## config.mk

```make
export PLATFORM = sky130hd
export DESIGN_NAME = bin2bcd_seq
export DESIGN_NICKNAME = d
export VERILOG_FILES = /design/src/rtl/bin2bcd_pkg.sv /design/src/rtl/bin2bcd_seq_add3.sv /design/src/rtl/bin2bcd_seq.sv
export SDC_FILE = /design/constraint.sdc
export NUM_CORES = 1
export LEC_CHECK = 0
export BUFFER_PORTS_ARGS = -buffer_cell sky130_fd_sc_hd__buf_4
export CAP_MARGIN = 25
export CORE_UTILIZATION = 43
export CTS_CLUSTER_DIAMETER = 30
export DETAILED_ROUTE_END_ITERATION = 12
export MAX_ROUTING_LAYER = met4
export REMOVE_ABC_BUFFERS = 1
export SETUP_SLACK_MARGIN = 0.3
export SYNTH_ARGS = -nofsm -noshare
export SYNTH_HDL_FRONTEND = slang
export SYNTH_HIERARCHICAL = 1
export SYNTH_SLANG_ARGS = --single-unit
export TNS_END_PERCENT = 1
```

## constraint.sdc

```tcl
create_clock -name i_clk -period 1.7 [get_ports i_clk]
set_input_delay 0.17 -clock i_clk [delete_from_list [all_inputs] [get_ports i_clk]]
set_output_delay 0.17 -clock i_clk [all_outputs]
set_load 0.05 [all_outputs]
```

## src/rtl/bin2bcd_pkg.sv

```systemverilog
// Shared types and constants for the sequential binary-to-BCD converter.
// minDigits() sizes the BCD output for a given largest magnitude.
package bin2bcd_pkg;

  typedef enum logic [1:0] {
    IDLE,
    SHIFT,
    DONE
  } state_t;

  localparam int BCD_DIGIT_W     = 4;
  localparam int BCD_ADD3_THRESH = 5;

  // Smallest digit count d with 10^d > maxVal.
  function automatic int minDigits(input int maxVal);
    int d;
    int p;
    d = 1;
    p = 10;
    for (int i = 0; i < 8; i++) begin
      if (p <= maxVal) begin
        d = d + 1;
        p = p * 10;
      end
    end
    return d;
  endfunction

endpackage

```

## src/rtl/bin2bcd_seq_add3.sv

```systemverilog
// Combinational double-dabble correction for one BCD digit:
// nibbles of 5 or more get 3 added before the next shift.
module bcd_add3
  import bin2bcd_pkg::*;
(
  input  logic [BCD_DIGIT_W-1:0] i_digit,
  output logic [BCD_DIGIT_W-1:0] o_digit
);

  always_comb begin
    o_digit = i_digit;
    if (i_digit >= BCD_DIGIT_W'(BCD_ADD3_THRESH)) begin
      o_digit = i_digit + BCD_DIGIT_W'(3);
    end
  end

endmodule

```

## src/rtl/bin2bcd_seq.sv

```systemverilog
// Sequential shift-and-add-3 binary-to-BCD converter, one bit per clock, start/done handshake.
// Define BIN2BCD_SIGNED_EN to treat i_bin as two's complement and add the o_neg sign output.
module bin2bcd_seq
  import bin2bcd_pkg::*;
#(
  parameter int WIDTH  = 8,
  parameter int DIGITS = 3
) (
  input  logic                          i_clk,
  input  logic                          i_reset,
  input  logic                          i_start,
  input  logic [WIDTH-1:0]              i_bin,
  output logic                          o_busy,
  output logic                          o_done,
  output logic [BCD_DIGIT_W*DIGITS-1:0] o_bcd
`ifdef BIN2BCD_SIGNED_EN
  , output logic                        o_neg
`endif
);

  localparam int BCD_W = BCD_DIGIT_W * DIGITS;
  localparam int CNT_W = $clog2(WIDTH + 1);
`ifdef BIN2BCD_SIGNED_EN
  localparam int MAX_MAG = 1 << (WIDTH - 1);
`else
  localparam int MAX_MAG = (1 << WIDTH) - 1;
`endif

  if (WIDTH < 4 || WIDTH > 16) begin : gWidthCheck
    $error("bin2bcd_seq: WIDTH must lie in 4..16");
  end
  if (DIGITS < minDigits(MAX_MAG)) begin : gDigitsCheck
    $error("bin2bcd_seq: DIGITS too small for the largest input magnitude");
  end

  state_t                 r_state;
  state_t                 w_stateNext;
  logic [WIDTH-1:0]       r_bin;
  logic [WIDTH-1:0]       w_capture;
  logic [BCD_W-1:0]       r_dig;
  logic [BCD_W-1:0]       w_adj;
  logic [BCD_W+WIDTH-1:0] w_shifted;
  logic [BCD_W-1:0]       r_bcd;
  logic [CNT_W-1:0]       r_count;
  logic                   w_lastShift;

`ifdef BIN2BCD_SIGNED_EN
  logic r_negPend;
  logic r_neg;

  // Negate at capture so the shift datapath only ever sees a magnitude.
  assign w_capture = i_bin[WIDTH-1] ? (~i_bin + WIDTH'(1)) : i_bin;
  assign o_neg     = r_neg;
`else
  assign w_capture = i_bin;
`endif

  for (genvar g = 0; g < DIGITS; g++) begin : gAdd3
    bcd_add3 u_add3 (
      .i_digit (r_dig[g*BCD_DIGIT_W +: BCD_DIGIT_W]),
      .o_digit (w_adj[g*BCD_DIGIT_W +: BCD_DIGIT_W])
    );
  end

  assign w_shifted   = {w_adj, r_bin} << 1;
  assign w_lastShift = (r_count == CNT_W'(WIDTH - 1));
  assign o_bcd       = r_bcd;

  always_comb begin
    w_stateNext = r_state;
    o_busy      = 1'b0;
    o_done      = 1'b0;
    case (r_state)
      IDLE: begin
        if (i_start) begin
          w_stateNext = SHIFT;
        end
      end
      SHIFT: begin
        o_busy = 1'b1;
        if (w_lastShift) begin
          w_stateNext = DONE;
        end
      end
      DONE: begin
        o_done      = 1'b1;
        w_stateNext = IDLE;
      end
      default: w_stateNext = IDLE;
    endcase
  end

  // r_bcd only moves on the final shift, so the displays never see partial digits.
  always_ff @(posedge i_clk) begin
    if (i_reset) begin
      r_state   <= IDLE;
      r_bin     <= '0;
      r_dig     <= '0;
      r_count   <= '0;
      r_bcd     <= '0;
`ifdef BIN2BCD_SIGNED_EN
      r_negPend <= 1'b0;
      r_neg     <= 1'b0;
`endif
    end else begin
      r_state <= w_stateNext;
      case (r_state)
        IDLE: begin
          if (i_start) begin
            r_bin     <= w_capture;
            r_dig     <= '0;
            r_count   <= '0;
`ifdef BIN2BCD_SIGNED_EN
            r_negPend <= i_bin[WIDTH-1];
`endif
          end
        end
        SHIFT: begin
          r_bin   <= w_shifted[WIDTH-1:0];
          r_dig   <= w_shifted[BCD_W+WIDTH-1:WIDTH];
          r_count <= r_count + CNT_W'(1);
          if (w_lastShift) begin
            r_bcd <= w_shifted[BCD_W+WIDTH-1:WIDTH];
`ifdef BIN2BCD_SIGNED_EN
            r_neg <= r_negPend;
`endif
          end
        end
        default: ;
      endcase
    end
  end

endmodule

```

======== Word-level counts from Yosys, hierarchy flattened ========
Index checks and enable logic that the tools add are counted.
cells by class
  add/sub/neg operators ................... 4
  multiply operators ...................... 0
  div/mod/pow operators ................... 0
  $lt $le $gt $ge ......................... 3
  equality and inequality tests ........... 5
  shift operators ......................... 0
  mux-type cells .......................... 14
  bitwise gates (word level) .............. 0
  reductions and logical operators ........ 5
operator list
  operator               count
  $pmux W12 S2           1
  $pmux W8 S2            1
  $ge A4 B3 Y1 const B   3
  $mux W12               1
  $mux W4                3
  $add A4 B2 Y4 const B  2
  $mux W8                1
  $pmux W4 S2            1
  $reduce_and A2 Y1      3
  $add A4 B1 Y4 const B  1
  $eq A4 B3 Y1 const B   1
  $mux W2                2
  $ne A2 B2 Y1 const B   2
  $pmux W2 S2            1
  $add A3 B2 Y3 const B  1
  $mux W3                1
  $eq A2 B1 Y1 const B   1
  $eq A2 B2 Y1 const B   1
  $logic_not A2 Y1       1
  $mux W1                2
  $reduce_bool A2 Y1     1
storage, ports and cells
  register bits ........................... 38
  latch bits .............................. 0
  bits in writable memories ............... 0
  ROM bits ................................ 0
  output and inout port bits .............. 14
  memories kept ........................... 0

======== Longest topological paths before layout ========
  word-level depth ........................ 3
  depth in mapped cells ................... 7
  depth with buffers taken out ............ 7

======== Cells and area by module ========
The synthesis kept the hierarchy.
by module, submodules not included
  module       times used  cells an instance  area an instance (sq um)  seq. area each (sq um)
  bin2bcd_seq  1           160                1592.8                    760.7
  bcd_add3     3           16                 101.3                     0.0

======== Worst setup path after synthesis ========
No wires, ideal clock.
  kind .................................... reg2out
  from .................................... reg r_state[0]
  to ...................................... out o_done
  data arrival time ....................... 1.244 ns
  slack ................................... 0.286 ns
  stages on the path, launching flop included .. 4
  path through ............................ dfxtp_1 > buf_4 > buf_4 > nor2_1
between the ends
  word-level cells in the longest chain between the ends .. 2
RTL lines
  element                 RTL line            RTL
  from (decl)             bin2bcd_seq.sv:36   state_t r_state;
  from (signal assigned)  bin2bcd_seq.sv:106  r_state <= w_stateNext;
  $eq A2 B2 Y1            bin2bcd_seq.sv:73   case (r_state)
  $mux W1                 bin2bcd_seq.sv:73
  to (decl)               bin2bcd_seq.sv:14   output logic o_done,
No other way between the ends.

======== Worst setup path in the final report ========
  from .................................... reg r_dig[1]
  to ...................................... reg r_bcd[2], in the netlist o_bcd[2]
between the ends
  word-level cells in the longest chain between the ends .. 2
  elaborated cells between the ends (all ways) .. 3
  classes of those cells .................. add/sub (1); order compare (1); mux (1)
RTL lines
  element                                               RTL line                                        RTL
  from (decl)                                           bin2bcd_seq.sv:40                               logic [BCD_W-1:0] r_dig;
  from (signal assigned)                                bin2bcd_seq.sv:120                              r_dig <= w_shifted[BCD_W+WIDTH-1:WIDTH];
  $add A4 B2 Y4 / $ge A4 B3 Y1 (equally long branches)  bin2bcd_seq_add3.sv:13, bin2bcd_seq_add3.sv:12
  $mux W4 *                                             bin2bcd_seq_add3.sv:12                          if (i_digit >= BCD_DIGIT_W'(BCD_ADD3_THRESH)) begin
  named net w_adj[1]                                    bin2bcd_seq.sv:41                               logic [BCD_W-1:0] w_adj;
  to (signal assigned)                                  bin2bcd_seq.sv:123                              r_bcd <= w_shifted[BCD_W+WIDTH-1:WIDTH];
  to (decl)                                             bin2bcd_seq.sv:43                               logic [BCD_W-1:0] r_bcd;
The timed path passes the listed nets; every way through them passes the cells marked *.
A chain may end at the register's enable or synchronous reset.

==> results.toml <==
[run_status]
outcome = "completed"

[worst_setup_path]
endpoint = "o_bcd[2]"
path_depth = 7
crit_fanout = 3
crit_chain = "inv_2 -> ha_1 -> nand2b_4 -> a21oi_4 -> mux2i_1 -> nand2b_1 -> mux2i_1"
cp_top_family = "multiplexers"
r2r_cells = 7
cp_slowest_stage_delay_ns = 0.35
path_buf_inv = 1
start_kind = "flip-flop"
cp_data_required_time_ns = 1.92
crit_start = "r_dig[1]"
cpMostUsedCell = "mux2i_1"
critPathKind = "flip-flop to flip-flop"
critPathArrivalTime_ns = 1.64
cp_slowest_cell = "dfxtp_2"
rr_startpoint = "r_dig[1]"
rr_endpoint = "o_bcd[2]"
reg2reg_setup_slack_ns = 0.28
end_kind = "flip-flop"

[clock_tree]
cts_tree = "yes"
cts-root-buf = "clkbuf_8"
cts_num_sinks = 38
clkTransAtPathRegs_ns = 0.08
clk_path_buf_depth = 2
htree_levels = 2
numCtsBuffers = 5
cts_hold_buf = 0
clock_latency_ns = 0.29

[placed_design]
dp_hpwl_um = 2460
port_buffers = 24
post-place-ws_ns = 0.170
place.gp.congestion = 0.792

[timing]
worst-slew-pin-transition_ns = 0.583
timing_hold_violations_final = 0
post-route-period-util_pct = 83.3
rsz0062_at_grt = "true"
tns_ns = 0
hold_slack_ns = 0.160
final-setup-viol-count = 0
relSlewSlack_pct = 61.1
setup_ws_ns = 0.284
slew_viol_final = 0
layout_min_cycle_time_ns = 1.42
fmax_ghz = 0.706
clock_skew_ns = 0.00671

[route]
first_iter_violations = 65
routed_wl_um = 3620
drc = 0
dr.pass1.iters = 4
post_drt_wl_per_cell_um = 12.7
avgViaCountPerCell = 5.09
num_vias = 1445
antenna_left = 0

[global_routing]
antenna_found_initial = 0
grt_pass1_wl_um = 5900
grt_pass1_vias = 1322
grt-ovfl-total = 0
grtUsageTotal_pct = 17.8
grt_max_degree = 26

[synthesis]
synth_cells = 204
syn_area_um2 = 1880
yosysWarningCount = 6
avgSynthCellArea_um2 = 9.20

[floorplan]
die-area_um2 = 4630
fp.dieH_um = 68.1
fp.dieW_um = 68.1
core_um2 = 4090
num_rows = 23
io_pins = 25
initial_core_util_pct = 45.9

[layout]
most-common-layout-cells = "buf_4, dfxtp_1, nand2b_1, nor2_1, a22o_1"
n_antenna_cell = 0
nNetsFinal = 251
drive_gt1_share_pct = 28.6
area_growth_pct = 23.1
mostFrequentLayoutCell = "buf_4"

[flow_run]
drv_cap = 0

[worst_hold_path]
hp-class = "input port to flip-flop"

[pwr]
powerDensity_nw_per_um2 = 746
peakVddDrop_mv = 0.468
p_leak_uw = 0.000928
[worst min path at each step]
stage,start,to,cells past startpoint
after CTS,i_bin[7],r_bin[7],3
after global routing,i_reset,r_state[0],2
after global placement,r_dig[9],r_dig[9],1
final,i_bin[7],r_bin[7],3
after detailed placement,r_dig[9],r_dig[9],1
after floorplan,i_reset,r_count[3],1
[state kept, by name, summed over array words and instances, names as in the netlist]
name,flops
r_dig,12
r_count,4
r_bin,8
r_state,2
o_bcd,12
[per-stage QoR]
stage | utilization (%) | cell area, um^2 | cells | total power, uW
finish | 56.5 | 2310 | 284 | 1720
global route | 56.5 | 2310 | 284 | 1810
CTS | 55.6 | 2270 | 283 | 1740
detailed placement | 51.3 | 2100 | 272 | 1100
global placement | 51.3 | 2100 | 272 | 1090
floorplan | - | 1800 | 192 | 1030
[final cells by class]
cell class,count,area [um^2]
clock inverters,1,5.00
inverters,12,47.5
multi-input cells,142,1070
well taps,50,62.6
fillers,385,1780
clock buffers,7,86.3
flip-flops and latches,38,768
repair buffers,34,268
[routing by layer]
metal / GRT usage (%) / vias to the layer above / routed length (um)
met5: - / - / 0
met4: 6.51 / 0 / 51
met2: 31.5 / 19 / 1840
met1: 18.3 / 671 / 1610
li1: - / 749 / -
met3: 5.67 / 6 / 115
[worst reg2reg max path, stage by stage, from the launching register on]
cell      delay, ns
dfxtp_2        0.35
inv_2          0.05
ha_1           0.18
nand2b_4       0.15
a21oi_4        0.15
mux2i_1        0.26
nand2b_1       0.09
mux2i_1        0.12
[power by group]
| group | switching, uW | internal [uW] |
|---|---|---|
| registers | 15.3 | 912 |
| clock network | 317 | 327 |
| logic | 78.6 | 74.2 |
| total | 411 | 1310 |
[what timing repair did]
item / 4_1_cts / 5_1_grt
gates resized for setup: 17 / 7
hold endpoints to repair: 0 / 0
pin swaps: 5 / 1
endpoints found under the setup margin: 20 / 15
buffers inserted: 3 / 1
No activity file was read; power rests on OpenSTA's default activity.
